## src/rtl/mem_bist_pkg.sv

```systemverilog
// Shared state encoding, mode constants and March C- element table for rw0_mem_bist.
package mem_bist_pkg;

  typedef enum logic [2:0] {
    IDLE,
    W0,
    RD,
    WR,
    RONLY,
    DRAIN,
    FIN
  } state_t;

  localparam logic MODE_INIT  = 1'b0;
  localparam logic MODE_MARCH = 1'b1;

  typedef logic [2:0] elem_idx_t;

  typedef struct packed {
    logic descending;
    logic exp_val;
    logic write_after;
  } march_elem_t;

  // Elements 1..4 are read-then-write-inverse; element 5 is the final read-only sweep.
  function automatic march_elem_t march_elem(input elem_idx_t idx);
    march_elem_t e;
    case (idx)
      3'd1:    e = '{descending: 1'b0, exp_val: 1'b0, write_after: 1'b1};
      3'd2:    e = '{descending: 1'b0, exp_val: 1'b1, write_after: 1'b1};
      3'd3:    e = '{descending: 1'b1, exp_val: 1'b0, write_after: 1'b1};
      3'd4:    e = '{descending: 1'b1, exp_val: 1'b1, write_after: 1'b1};
      default: e = '{descending: 1'b0, exp_val: 1'b0, write_after: 1'b0};
    endcase
    return e;
  endfunction

endpackage

```

## src/rtl/rw0_port_mux.sv

```systemverilog
// Chooses whether the functional requester or the BIST engine drives the RW0 macro port.
module rw0_port_mux #(
  parameter int ADDR_WIDTH = 9,
  parameter int DATA_WIDTH = 256,
  parameter int MASK_WIDTH = 32
) (
  input  logic                  sel_bist,
  input  logic [ADDR_WIDTH-1:0] f_addr,
  input  logic                  f_en,
  input  logic                  f_wmode,
  input  logic [MASK_WIDTH-1:0] f_wmask,
  input  logic [DATA_WIDTH-1:0] f_wdata,
  input  logic [ADDR_WIDTH-1:0] b_addr,
  input  logic                  b_en,
  input  logic                  b_wmode,
  input  logic [MASK_WIDTH-1:0] b_wmask,
  input  logic [DATA_WIDTH-1:0] b_wdata,
  output logic [ADDR_WIDTH-1:0] RW0_addr,
  output logic                  RW0_en,
  output logic                  RW0_wmode,
  output logic [MASK_WIDTH-1:0] RW0_wmask,
  output logic [DATA_WIDTH-1:0] RW0_wdata
);

  assign RW0_addr  = sel_bist ? b_addr  : f_addr;
  assign RW0_en    = sel_bist ? b_en    : f_en;
  assign RW0_wmode = sel_bist ? b_wmode : f_wmode;
  assign RW0_wmask = sel_bist ? b_wmask : f_wmask;
  assign RW0_wdata = sel_bist ? b_wdata : f_wdata;

endmodule

```

## src/rtl/rw0_mem_bist.sv

```systemverilog
// RW0 SRAM initiator: functional passthrough when idle, zero-init or March C- BIST on start.
// March C- engine and comparator are built only when MEM_BIST_MARCH_EN is defined.
module rw0_mem_bist
  import mem_bist_pkg::*;
#(
  parameter int ADDR_WIDTH = 9,
  parameter int DATA_WIDTH = 256,
  parameter int MASK_WIDTH = 32
) (
  input  logic                  clk,
  input  logic                  reset_n,
  input  logic                  start,
  input  logic                  mode,
  output logic                  busy,
  output logic                  done,
  output logic                  fail,
  output logic [ADDR_WIDTH-1:0] fail_addr,
  input  logic [ADDR_WIDTH-1:0] f_addr,
  input  logic                  f_en,
  input  logic                  f_wmode,
  input  logic [MASK_WIDTH-1:0] f_wmask,
  input  logic [DATA_WIDTH-1:0] f_wdata,
  output logic [DATA_WIDTH-1:0] f_rdata,
  output logic                  f_ready,
  output logic [ADDR_WIDTH-1:0] RW0_addr,
  output logic                  RW0_en,
  output logic                  RW0_wmode,
  output logic [MASK_WIDTH-1:0] RW0_wmask,
  output logic [DATA_WIDTH-1:0] RW0_wdata,
  input  logic [DATA_WIDTH-1:0] RW0_rdata
);

  localparam logic [ADDR_WIDTH-1:0] ADDR_MIN = '0;
  localparam logic [ADDR_WIDTH-1:0] ADDR_MAX = '1;

  state_t                state_q, state_d;
  logic [ADDR_WIDTH-1:0] addr_q, addr_d;
  logic                  fail_q, fail_d;
  logic [ADDR_WIDTH-1:0] fail_addr_q, fail_addr_d;

  logic                  b_en;
  logic                  b_wmode;
  logic                  b_pat;

`ifdef MEM_BIST_MARCH_EN
  logic                  mode_q, mode_d;
  elem_idx_t             elem_q, elem_d;
  logic                  cmp_valid_q, cmp_valid_d;
  logic [ADDR_WIDTH-1:0] cmp_addr_q, cmp_addr_d;
  logic                  cmp_exp_q, cmp_exp_d;
  march_elem_t           cur_elem;
  march_elem_t           nxt_elem;
  logic                  mismatch;

  assign mismatch = cmp_valid_q && (RW0_rdata != {DATA_WIDTH{cmp_exp_q}});
`else
  // Without the march engine every start is a zero-init, so mode has no effect.
  logic unused_mode;
  assign unused_mode = (mode == MODE_INIT);
`endif

  always_comb begin
    state_d     = state_q;
    addr_d      = addr_q;
    fail_d      = fail_q;
    fail_addr_d = fail_addr_q;
    b_en        = 1'b0;
    b_wmode     = 1'b0;
    b_pat       = 1'b0;
`ifdef MEM_BIST_MARCH_EN
    mode_d      = mode_q;
    elem_d      = elem_q;
    cmp_valid_d = 1'b0;
    cmp_addr_d  = cmp_addr_q;
    cmp_exp_d   = cmp_exp_q;
    cur_elem    = march_elem(elem_q);
    nxt_elem    = march_elem(elem_q + 3'd1);
`endif

    case (state_q)
      IDLE: begin
        if (start) begin
          state_d     = W0;
          addr_d      = ADDR_MIN;
          fail_d      = 1'b0;
          fail_addr_d = '0;
`ifdef MEM_BIST_MARCH_EN
          mode_d      = mode;
          elem_d      = 3'd1;
`endif
        end
      end

      W0: begin
        b_en    = 1'b1;
        b_wmode = 1'b1;
        if (addr_q == ADDR_MAX) begin
          state_d = FIN;
`ifdef MEM_BIST_MARCH_EN
          if (mode_q == MODE_MARCH) begin
            state_d = RD;
            addr_d  = ADDR_MIN;
          end
`endif
        end else begin
          addr_d = addr_q + 1'b1;
        end
      end

`ifdef MEM_BIST_MARCH_EN
      RD: begin
        b_en        = 1'b1;
        cmp_valid_d = 1'b1;
        cmp_addr_d  = addr_q;
        cmp_exp_d   = cur_elem.exp_val;
        state_d     = WR;
      end

      WR: begin
        b_en    = 1'b1;
        b_wmode = 1'b1;
        b_pat   = ~cur_elem.exp_val;
        // Terminal address of the element hands over to the next element's start.
        if (addr_q == (cur_elem.descending ? ADDR_MIN : ADDR_MAX)) begin
          elem_d  = elem_q + 3'd1;
          addr_d  = nxt_elem.descending ? ADDR_MAX : ADDR_MIN;
          state_d = nxt_elem.write_after ? RD : RONLY;
        end else begin
          addr_d  = cur_elem.descending ? (addr_q - 1'b1) : (addr_q + 1'b1);
          state_d = RD;
        end
      end

      RONLY: begin
        b_en        = 1'b1;
        cmp_valid_d = 1'b1;
        cmp_addr_d  = addr_q;
        cmp_exp_d   = cur_elem.exp_val;
        if (addr_q == ADDR_MAX) begin
          state_d = DRAIN;
        end else begin
          addr_d = addr_q + 1'b1;
        end
      end

      DRAIN: state_d = FIN;
`endif

      FIN:     state_d = IDLE;
      default: state_d = IDLE;
    endcase

`ifdef MEM_BIST_MARCH_EN
    // First mismatch latches its address and aborts the run.
    if (mismatch && !fail_q) begin
      fail_d      = 1'b1;
      fail_addr_d = cmp_addr_q;
      state_d     = FIN;
    end
`endif
  end

  always_ff @(posedge clk) begin
    if (!reset_n) begin
      state_q     <= IDLE;
      addr_q      <= '0;
      fail_q      <= 1'b0;
      fail_addr_q <= '0;
`ifdef MEM_BIST_MARCH_EN
      mode_q      <= MODE_INIT;
      elem_q      <= 3'd1;
      cmp_valid_q <= 1'b0;
      cmp_addr_q  <= '0;
      cmp_exp_q   <= 1'b0;
`endif
    end else begin
      state_q     <= state_d;
      addr_q      <= addr_d;
      fail_q      <= fail_d;
      fail_addr_q <= fail_addr_d;
`ifdef MEM_BIST_MARCH_EN
      mode_q      <= mode_d;
      elem_q      <= elem_d;
      cmp_valid_q <= cmp_valid_d;
      cmp_addr_q  <= cmp_addr_d;
      cmp_exp_q   <= cmp_exp_d;
`endif
    end
  end

  assign busy      = (state_q != IDLE);
  assign done      = (state_q == FIN);
  assign fail      = fail_q;
  assign fail_addr = fail_addr_q;
  assign f_ready   = ~busy;
  assign f_rdata   = RW0_rdata;

  rw0_port_mux #(
    .ADDR_WIDTH(ADDR_WIDTH),
    .DATA_WIDTH(DATA_WIDTH),
    .MASK_WIDTH(MASK_WIDTH)
  ) u_port_mux (
    .sel_bist (busy),
    .f_addr   (f_addr),
    .f_en     (f_en),
    .f_wmode  (f_wmode),
    .f_wmask  (f_wmask),
    .f_wdata  (f_wdata),
    .b_addr   (addr_q),
    .b_en     (b_en),
    .b_wmode  (b_wmode),
    .b_wmask  ({MASK_WIDTH{b_en}}),
    .b_wdata  ({DATA_WIDTH{b_pat}}),
    .RW0_addr (RW0_addr),
    .RW0_en   (RW0_en),
    .RW0_wmode(RW0_wmode),
    .RW0_wmask(RW0_wmask),
    .RW0_wdata(RW0_wdata)
  );

endmodule

```

## config.mk

```make
export PLATFORM = sky130hd
export DESIGN_NAME = rw0_mem_bist
export DESIGN_NICKNAME = d
export VERILOG_FILES = /design/src/rtl/mem_bist_pkg.sv /design/src/rtl/rw0_port_mux.sv /design/src/rtl/rw0_mem_bist.sv
export SDC_FILE = /design/constraint.sdc
export NUM_CORES = 1
export LEC_CHECK = 0
export CAP_MARGIN = 20
export CORE_AREA = 10 10 427 429
export DETAILED_ROUTE_END_ITERATION = 10
export DIE_AREA = 0 0 437 439
export GPL_ROUTABILITY_DRIVEN = 0
export SYNTH_ARGS = -nofsm -noshare
export SYNTH_HDL_FRONTEND = slang
export SYNTH_SLANG_ARGS = --single-unit
```

## constraint.sdc

```tcl
create_clock -name clk -period 1.8 [get_ports clk]
set_input_delay 0.36 -clock clk [delete_from_list [all_inputs] [get_ports clk]]
set_output_delay 0.36 -clock clk [all_outputs]
set_load 0.005 [all_outputs]
```

# --- Word-level counts from Yosys, hierarchy flattened ---
# Index checks and enable logic that the tools add are counted.
word_totals:
  word_cells: 27
  out_inout_bits: 568
  register_bits: 12
  inputBits: 559
op_classes:
  mux: 12
  eq_ne: 6
  reduce_logical: 5
  bitwise: 1
  add_sub_neg: 1
ops:
  columns: ["op", "count"]
  rows:
  - ["two-way mux 256 bit", 1]
  - ["two-way mux 32 bit", 1]
  - ["two-way mux 9 bit", 3]
  - ["one-hot mux 9 bit (2 select lines)", 1]
  - ["adder 9 x 1 -> 9 bit (second input constant)", 1]
  - ["equality test 9 bit (second input constant)", 1]
  - ["two-way mux 3 bit", 2]
  - ["inequality test 2 bit (second input constant)", 3]
  - ["one-hot mux 3 bit (2 select lines)", 1]
  - ["equality test 3 x 1 -> 1 bit (second input constant)", 1]
  - ["equality test 3 bit (second input constant)", 1]
  - ["zero test 3 bit", 1]
  - ["two-way mux 1 bit", 3]
  - ["AND reduction 3 bit", 1]
  - ["nonzero test 3 bit", 1]
  - ["AND reduction 2 bit", 1]
  - ["nonzero test 2 bit", 1]
  - ["NOT 1 bit", 1]

# --- Logic depth before layout (Yosys ltp) ---
# Gate-level depths: netlist of run 1.
depth:
  ltp_word: 3
  depth_mapped: 8
  depth_no_buf: 8

# --- Modules after synthesis ---
# A second synthesis of run 1 with hierarchy kept.
hier_totals:
  cells_unflattened: 657
  area_unflattened_um2: 6959.2
modules_own_cells:
  columns: ["module", "area_per_inst_um2", "n_inst", "cells_per_inst"]
  rows:
  - ["rw0_port_mux", 4425.5, 1, 332]
  - ["rw0_mem_bist", 2533.7, 1, 325]

# --- Worst setup path after synthesis of run 1 ---
# Ideal clock, no wire load.
synth_path:
  kind: "reg2reg"
  start: "register addr_q[0]"
  end: "register addr_q[6]"
  n_path_buf: 0
  t_arrival_ns: 1.516
  setup_slack_ns: 0.164
  path_stages_with_launch: 9
  synth_period_minus_slack_ns: 1.636
  required_time_ns: 1.680
  path_cell_list: "dfxtp_1 -> ha_1 -> nand3_1 -> nor2_1 -> ha_1 -> nand2b_4 -> a2111oi_4 -> xnor2_1 -> nor2_1"
synth_via:
  elab_chain_cells: 3
  word_cells_on_any_way: 6
synth_lines:
  columns: ["element", "line_no", "rtl"]
  rows:
  - ["start, declared", "rw0_mem_bist.sv:37", "logic [ADDR_WIDTH-1:0] addr_q, addr_d;"]
  - ["start signal, assigned", "rw0_mem_bist.sv:178", "addr_q <= addr_d;"]
  - ["adder 9 x 1 -> 9 bit / equality test 9 bit (equally long branches)", "rw0_mem_bist.sv:106, rw0_mem_bist.sv:97", null]
  - ["two-way mux 9 bit / inequality test 2 bit (equally long branches)", null, null]
  - ["one-hot mux 9 bit (2 select lines) / AND reduction 3 bit (equally long branches)", null, null]
# Several ways; a longest one is shown, not always the timed one. The select of a mux whose other input is x is not followed.
# A chain may end at the register's enable or synchronous reset.

# --- Final worst setup path of run 1 ---
layout_path:
  start: "register state_q[0]"
  end: "output port RW0_wdata[158]"
layout_via:
  elab_chain_cells: 2
layout_lines:
  columns: ["element", "line_no", "rtl"]
  rows:
  - ["start, declared", "rw0_mem_bist.sv:36", "state_t state_q, state_d;"]
  - ["start signal, assigned", "rw0_mem_bist.sv:177", "state_q <= state_d;"]
  - ["nonzero test 3 bit", "rw0_mem_bist.sv:191", "assign busy = (state_q != IDLE);"]
  - ["two-way mux 256 bit", "rw0_port_mux.sv:29", "assign RW0_wdata = sel_bist ? b_wdata : f_wdata;"]
  - ["end, declared", "rw0_mem_bist.sv:29", "output logic [DATA_WIDTH-1:0] RW0_wdata,"]
# No other way between the ends.

==> parameters.txt, run 1 <==
Parameter                              Value

STA
  Hold Violations, Final ... 0
  RSZ-0062 raised after global routing ... yes
  Max-slew violation total from the final report ... 0
  Worst setup skew after layout ... 0.00236 ns
  Worst hold margin ... 0.517 ns
  Post-layout minimum cycle time ... 2.24 ns
  Setup TNS ... -79.59 ns
  Period utilization ... 1.24
  Peak Freq ... 447 MHz
  Final setup margin ... -0.436 ns
  Count of final setup violators ... 272

Drt
  Vias per cell ... 2.22
  Number of nets with antenna violations after routing ... 0
  Final Routed Wirelength ... 171 mm
  Total vias in the final route ... 7666
  Violation count after the first detailed-route iteration ... 649
  Number of remaining DRC errors ... 0
  Average wire per cell in the routed design ... 49.6 um
  Detailed-routing iteration count for the pre-antenna-repair pass ... 5

Yosys
  Area share of and/or/nand/nor cells after synthesis ... 0.429
  Flop and latch count out of synthesis ... 11
  Share of synthesized cell area in full adder, half adder and majority cells ... 0.00532
  Register area share after synthesis ... 0.0469
  Dominant combinational cell family by area after synthesis ... buffers and inverters
  Count of different cell masters after synthesis ... 29
  Post-Synthesis Mean Instance Area ... 6.76 um2
  Summed instance area of the synthesized netlist ... 4700 um2
  Post-synthesis compound-gate area fraction ... 0.0197
  Number of warnings reported in the yosys synthesis log ... 0
  Number of synthesized flops with an enable pin ... 0
  Number of instances in the synthesized netlist ... 695
  Fraction of synthesized cell area in xor and xnor cells ... 0.0112
  Fraction of synthesized area in multiplexers ... 0.0216
  Most used flip-flop cell after synthesis ... dfxtp_1
  Synth async-reset ratio ... 0

Floorplan
  Effective utilization at floorplan ... 0.0271
  Num ports ... 1127
  Cell row count ... 153
  Placeable core region ... 173000 um2
  Y dimension of the die ... 439 um
  Die Outline Area ... 192000 um2
  Overall die width ... 437 um

Power
  Ratio of total power to cell area ... 361 nW/um2
  Total power ... 0.00528 W
  Max VDD drop ... 0.000207 V
  P_leak ... 5.50 nW

CTS
  Library cell used as clock root buffer ... clkbuf_16
  Clock Sink Count ... 11
  Insertion delay of the later-clocked pin in the worst-skew pair ... 0.24 ns
  CTS H-tree lvls ... 1
  Cts bufs inserted ... 3
  CTS tree ... done
  Cts-stage hold buffer count ... 0
  Buffer levels on the longest clock path ... 2
  Clock transition at the registers of the reported paths ... 0.04 ns

Setup path
  Endpoint required time on the critical path ... 1.44 ns
  Critical Path AT ... 1.88 ns
  Endpoint type of the worst setup path ... output pin
  R2R cell count ... 8
  Setup CP Type ... reg -> out
  Launching element type of the critical path ... register
  Critical path fanouts, max ... 14

Status
  Outcome ... complete, but fails checks
  Violations in the final reports ... setup timing

Global route
  Total global-route track usage ... 0.166
  Global-route wire length before repair ... 184 mm
  Via count of the first global-routing pass ... 6415
  Maximum number of pins on one net before global-route repair ... 41
  Remaining global-route overflow ... 0
  Number of antenna violations at the first check in global routing ... 208

Finish
  Layout cells sized above 1 ... 0.501
  Number of filler cells placed in the layout ... 20247
  Synthesis-to-layout area growth ... 211%
  Share of the core filled with cells ... 0.0843
  # nets final ... 1656

Hold path
  Number of cells on the worst hold path ... 2
  Hold Crit Class ... reg -> reg

Placed design
  PortBufs ... 603
  Half-perimeter wire length of the detailed placement result ... 162 mm

Flow run
  Max_cap viols ... 0
-- synthesized netlist by cell type, types with 2 or more instances --
cell type,instances,share of area
nand2b_1,2,0.0027
xnor2_1,6,0.011
a21boi_0,2,0.0032
ha_1,2,0.0053
and2_1,257,0.34
nor2_1,75,0.060
nor2b_1,2,0.0027
buf_4,270,0.43
nand2_1,4,0.0032
clkbuf_1,4,0.0032
clkbuf_2,20,0.021
nand2b_4,2,0.0059
a21oi_1,2,0.0021
mux2_2,9,0.022
a211oi_1,3,0.0048
dfxtp_1,11,0.047
buf_2,6,0.0064
buf_1,3,0.0024
nand3_1,5,0.0053
-- power by group --
| part | leakage [nW] | internal (W) | switching (W) |
|---|---|---|---|
| registers | 0.0910 | 0.000248 | 0.00000425 |
| logic | 5.38 | 0.00273 | 0.00188 |
| clock network | 0.0383 | 0.000298 | 0.000121 |
-- per-stage QoR --
stage	setup slack, ns	std cells	instance area (um2)
CTS	-0.522	3394	13800
finish	-0.436	3450	14600
detailed placement	-0.379	3351	12800
global placement	-0.364	3351	12800
global route	-0.487	3436	14600
floorplan	0.164	704	4730
-- registers in the layout, summed over array words and instances (netlist names) --
signal   cells
addr_q       9
state_q      2
-- cells by family after synthesis --
family	after synthesis
and+or+nand+nor	352
DFF	11
muxes	9
AOI/OAI and AO/OA	10
other	1
xor gates and xnor gates	6
buffers and inverters	304
adders and majority gates	2
-- per-layer routing --
layer,GRT usage,vias up,routed length (um)
met2,0.239,1221,69300
met3,0.237,374,49400
met5,0.000992,-,860
met1,0.132,3325,47400
li1,-,2666,-
met4,0.0223,80,4060
-- worst max-delay path, cell delays in order, from the launching register on --
cell and delay (ns):
dfxtp_2 0.32, or2_4 0.30, inv_16 0.10, buf_6 0.18
buf_4 0.14, buf_12 0.14, and2_1 0.16, dlygate4sd2_1 0.27
-- layout by cell type, fill, tap and decap left out, types with 2 or more instances in the layout --
cell | Yosys | final
nor2b_1 | 2 | 2
clkbuf_2 | 20 | 21
nand2b_4 | 2 | 2
and2_1 | 257 | 79
buf_12 | 0 | 139
dlygate4sd2_1 | 0 | 4
nor2_1 | 75 | 74
nand2b_1 | 2 | 2
clkdlybuf4s15_2 | 0 | 21
mux2_2 | 9 | 5
buf_6 | 0 | 73
dlymetal6s2s_1 | 0 | 15
and2_4 | 0 | 178
clkbuf_16 | 0 | 8
buf_2 | 6 | 15
conb_1 | 1 | 10
a211oi_1 | 3 | 3
dfxtp_2 | 0 | 3
clkdlybuf4s50_1 | 0 | 326
nand3_1 | 5 | 4
diode_2 | 0 | 31
a21oi_1 | 2 | 2
buf_4 | 270 | 40
buf_8 | 0 | 19
nand2_1 | 4 | 4
buf_16 | 0 | 9
xnor2_1 | 6 | 6
dfxtp_1 | 11 | 7
mux2_4 | 0 | 4
-- what timing repair did --
item / 4_1_cts / 5_1_grt
gates resized for setup: 332 / 354
endpoints found under the hold margin: 0 / 0
setup buffers: 25 / 32
gates cloned: 15 / 6
pin swaps: 40 / 70
endpoints found under the setup margin: 288 / 289
-- area by class of cell --
cell class | instances | area, um2 | area share
Antenna cell | 31 | 77.6 | 0.00530
Clock buffer | 4 | 78.8 | 0.00539
Inverter | 1 | 20.0 | 0.00137
Multi-Input combinational cell | 389 | 2820 | 0.193
Sequential cell | 11 | 228 | 0.0156
Tap cell | 2325 | 2910 | 0.199
Timing Repair Buffer | 688 | 8480 | 0.580
Timing Repair inverter | 1 | 16.3 | 0.00111
-- final timing paths --
path                           startpoint                      to  slack [ns]
hold reg to reg    addr_q[1]$_SDFFE_PN0P_  addr_q[1]$_SDFFE_PN0P_        0.52
hold / removal     addr_q[1]$_SDFFE_PN0P_  addr_q[1]$_SDFFE_PN0P_        0.52
setup reg to reg   addr_q[1]$_SDFFE_PN0P_  addr_q[6]$_SDFFE_PN0P_        0.05
setup / recovery  state_q[0]$_SDFFE_PN0P_          RW0_wdata[158]       -0.44
(Power assumes the default switching activity.)
==> run 2, diff against run 1 <==
--- a/config.mk
+++ b/config.mk
@@ -6,10 +6,13 @@
 export NUM_CORES = 1
 export LEC_CHECK = 0
 export CAP_MARGIN = 20
+export CELL_PAD_IN_SITES_DETAIL_PLACEMENT = 1
+export CELL_PAD_IN_SITES_GLOBAL_PLACEMENT = 1
 export CORE_AREA = 10 10 427 429
 export DETAILED_ROUTE_END_ITERATION = 10
 export DIE_AREA = 0 0 437 439
 export GPL_ROUTABILITY_DRIVEN = 0
+export PLACE_DENSITY = 0.37
 export SYNTH_ARGS = -nofsm -noshare
 export SYNTH_HDL_FRONTEND = slang
 export SYNTH_SLANG_ARGS = --single-unit
==> parameters.txt, run 2 (same netlist as run 1, synthesis figures left out) <==
Parameter                              Value

Status
  Outcome ... complete, but fails checks
  Violations in the final reports ... setup timing

Setup path
  Setup CP Type ... reg -> out
  Launching element type of the critical path ... register
  Critical path fanouts, max ... 8 (-6)
  R2R cell count ... 8 (unchanged)
  Endpoint type of the worst setup path ... output pin
  Critical Path AT ... 1.88 ns (about the same)
  Critical register-to-register path endpoint ... addr_q[2]$_SDFFE_PN0P_
  Slowest stage delay, CP ... 0.31 ns (about the same)
  Reg-to-Reg Start ... addr_q[0]$_SDFFE_PN0P_
  R2R setup slack ... 0.07 ns (+0.02 ns)
  Endpoint required time on the critical path ... 1.44 ns (about the same)
  Cell-by-cell listing of the critical path ... or2_4, inv_12, buf_4, buf_6, bufbuf_16, and2_1, clkdlybuf4s15_2
  Launch point of the critical path ... state_q[1]$_SDFFE_PN0P_
  Master of the slowest instance on the critical path ... dfxtp_2
  Critical path capture point ... RW0_wdata[159]

Floorplan
  Cell row count ... 153 (unchanged)
  Overall die width ... 437 um (unchanged)
  Die Outline Area ... 192000 um2 (unchanged)
  Placeable core region ... 173000 um2 (unchanged)
  Y dimension of the die ... 439 um (unchanged)
  Num ports ... 1127 (unchanged)
  Effective utilization at floorplan ... 0.0271 (unchanged)

Drt
  Detailed-routing iteration count for the pre-antenna-repair pass ... 5 (unchanged)
  Number of remaining DRC errors ... 0 (unchanged)
  Final Routed Wirelength ... 146 mm (-15%)
  Average wire per cell in the routed design ... 42.4 um (-14%)
  Violation count after the first detailed-route iteration ... 325 (-50%)
  Number of nets with antenna violations after routing ... 0 (unchanged)
  Vias per cell ... 2.03 (-8.5%)
  Total vias in the final route ... 6995 (-8.8%)

Finish
  # nets final ... 1653 (-0.18%)
  Synthesis-to-layout area growth ... 196%
  Top library cells by usage in the layout, fill and taps aside ... 324 x clkdlybuf4s50_1, 186 x and2_1, 120 x buf_12
  Top reg by flops ... addr_q
  Most common cell after layout, fill and taps aside ... clkdlybuf4s50_1
  Layout cells sized above 1 ... 0.392 (-0.109)
  Fin area ... 13900 um2 (-5.0%)
  Registers with the highest flip-flop counts ... addr_q x9, state_q x2
  Largest register FFs ... 9 (unchanged)
  Share of the core filled with cells ... 0.0801 (-0.00426)
  Number of filler cells placed in the layout ... 20592 (+1.7%)

Power
  Proportion of power drawn by the clock network ... 0.087 (+0.008)
  Internal power ... 0.00296 W (-9.7%)
  P_leak ... 5.06 nW (-8.2%)
  Max VDD drop ... 0.000236 V (+14%)
  Ratio of total power to cell area ... 344 nW/um2 (-4.6%)
  Portion of total power attributed to sequential cells ... 0.052 (+0.004)
  Part of the power in combinational logic ... 0.860 (-0.013)
  Total net switching power ... 0.00183 W (-9.1%)
  Switching part of the total power ... 0.382 (+0.00136)

Global route
  Total global-route track usage ... 0.142 (-0.0243)
  Maximum number of pins on one net before global-route repair ... 63 (+54%)
  Remaining global-route overflow ... 0 (unchanged)
  Via count of the first global-routing pass ... 6565 (+2.3%)
  Number of antenna violations at the first check in global routing ... 191 (-8.2%)
  Global-route wire length before repair ... 160 mm (-13%)

STA
  Count of final setup violators ... 297 (+9.2%)
  Final setup margin ... -0.436 ns (+0.000676 ns)
  Peak Freq ... 447 MHz (about the same)
  Max-slew violation total from the final report ... 0 (unchanged)
  Worst hold margin ... 0.527 ns (+0.00992 ns)
  Period utilization ... 1.24 (about the same)
  Hold Violations, Final ... 0 (unchanged)
  Worst setup skew after layout ... 0.00935 ns (+0.00699 ns)
  Post-layout minimum cycle time ... 2.24 ns (-0.000676 ns)
  Setup TNS ... -69.87 ns (+9.72 ns)
  RSZ-0062 raised after global routing ... yes

CTS
  Buffer levels on the longest clock path ... 2 (unchanged)
  CTS H-tree lvls ... 1 (unchanged)
  Cts-stage hold buffer count ... 0 (unchanged)
  Clock transition at the registers of the reported paths ... 0.05 ns (about the same)
  Clock Sink Count ... 11 (unchanged)
  Insertion delay of the later-clocked pin in the worst-skew pair ... 0.25 ns (about the same)
  Library cell used as clock root buffer ... clkbuf_16
  Cts bufs inserted ... 3 (unchanged)
  CTS tree ... done

Hold path
  Hold Crit Class ... reg -> reg

Placed design
  Half-perimeter wire length of the detailed placement result ... 137 mm (-15%)
  Post-place instance area ... 12800 um2 (-0.27%)
  PortBufs ... 603 (unchanged)

Flow run
  Max_cap viols ... 0 (unchanged)
-- run 2: critical path: cells and delay by family (launching register included) --
| kind | cells | cell delay (ns) |
|---|---|---|
| flip-flops | 1 | 0.31 |
| AND/OR/NAND/NOR | 2 | 0.45 |
| buffers and inverters | 5 | 0.85 |
-- run 2: layer usage --
layer / global-route usage / up-vias / routed length (um)
met4: 0.0119 / 154 / 2370
li1: - / 2653 / -
met3: 0.193 / 325 / 40300
met2: 0.209 / 891 / 60300
met5: 0.0176 / - / 1440
met1: 0.116 / 2972 / 41400
-- run 2: worst min path at each step --
| stage | cells past startpoint | endpoint | start | slack [ns] |
|---|---|---|---|---|
| global placement | 2 | addr_q[8]$_SDFFE_PN0P_ | addr_q[8]$_SDFFE_PN0P_ | 0.51 |
| global route | 2 | addr_q[8]$_SDFFE_PN0P_ | addr_q[8]$_SDFFE_PN0P_ | 0.56 |
| floorplan | 2 | addr_q[8]$_SDFFE_PN0P_ | addr_q[8]$_SDFFE_PN0P_ | 0.47 |
| finish | 2 | addr_q[8]$_SDFFE_PN0P_ | addr_q[8]$_SDFFE_PN0P_ | 0.53 |
| CTS | 2 | addr_q[8]$_SDFFE_PN0P_ | addr_q[8]$_SDFFE_PN0P_ | 0.54 |
| detailed placement | 2 | addr_q[8]$_SDFFE_PN0P_ | addr_q[8]$_SDFFE_PN0P_ | 0.53 |
-- run 2: stage by stage --
| step | setup slack (ns) | std cells | total power, W |
|---|---|---|---|
| finish | -0.436 | 3439 | 0.00478 |
| global route | -0.481 | 3420 | 0.00502 |
| CTS | -0.560 | 3383 | 0.00467 |
| detailed placement | -0.370 | 3357 | 0.00407 |
| global placement | -0.385 | 3357 | 0.00408 |
| floorplan | 0.164 | 704 | 0.00137 |
-- run 2: what timing repair did --
item                                    in CTS  in global routing
pin swaps                                    5                 25
gates resized for setup                    251                269
endpoints found under the setup margin     302                306
setup buffers                               16                 27
gates cloned                                 6                  6
endpoints found under the hold margin        0                  0
-- run 2: power by group through the flow --
| stage | clock [W] | sequential (W) | combinational, W |
|---|---|---|---|
| floorplan | 0 | 0.000255 | 0.00112 |
| global placement | 0 | 0.000255 | 0.00383 |
| detailed placement | 0 | 0.000255 | 0.00382 |
| CTS | 0.000427 | 0.000251 | 0.00399 |
| global route | 0.000435 | 0.000251 | 0.00434 |
| finish | 0.000417 | 0.000251 | 0.00412 |
-- run 2: cell type report --
cell class / instances / area (um2) / share of cell area
clock inverter: 1 / 5.00 / 0.000360
timing repair buffer: 685 / 8080 / 0.582
tap: 2325 / 2910 / 0.209
inverter: 1 / 16.3 / 0.00117
antenna: 23 / 57.6 / 0.00414
sequential: 11 / 223 / 0.0160
timing repair inverter: 1 / 8.76 / 0.000631
clock buffer: 3 / 75.1 / 0.00540
multi-input combinational: 389 / 2510 / 0.181
==> run 3, diff against run 2 <==
--- a/config.mk
+++ b/config.mk
@@ -13,6 +13,7 @@
 export DIE_AREA = 0 0 437 439
 export GPL_ROUTABILITY_DRIVEN = 0
 export PLACE_DENSITY = 0.37
+export SLEW_MARGIN = 20
 export SYNTH_ARGS = -nofsm -noshare
 export SYNTH_HDL_FRONTEND = slang
 export SYNTH_SLANG_ARGS = --single-unit
==> results of run 3 <==
The final DEF is identical to that of run 2; final timing and power are the same.
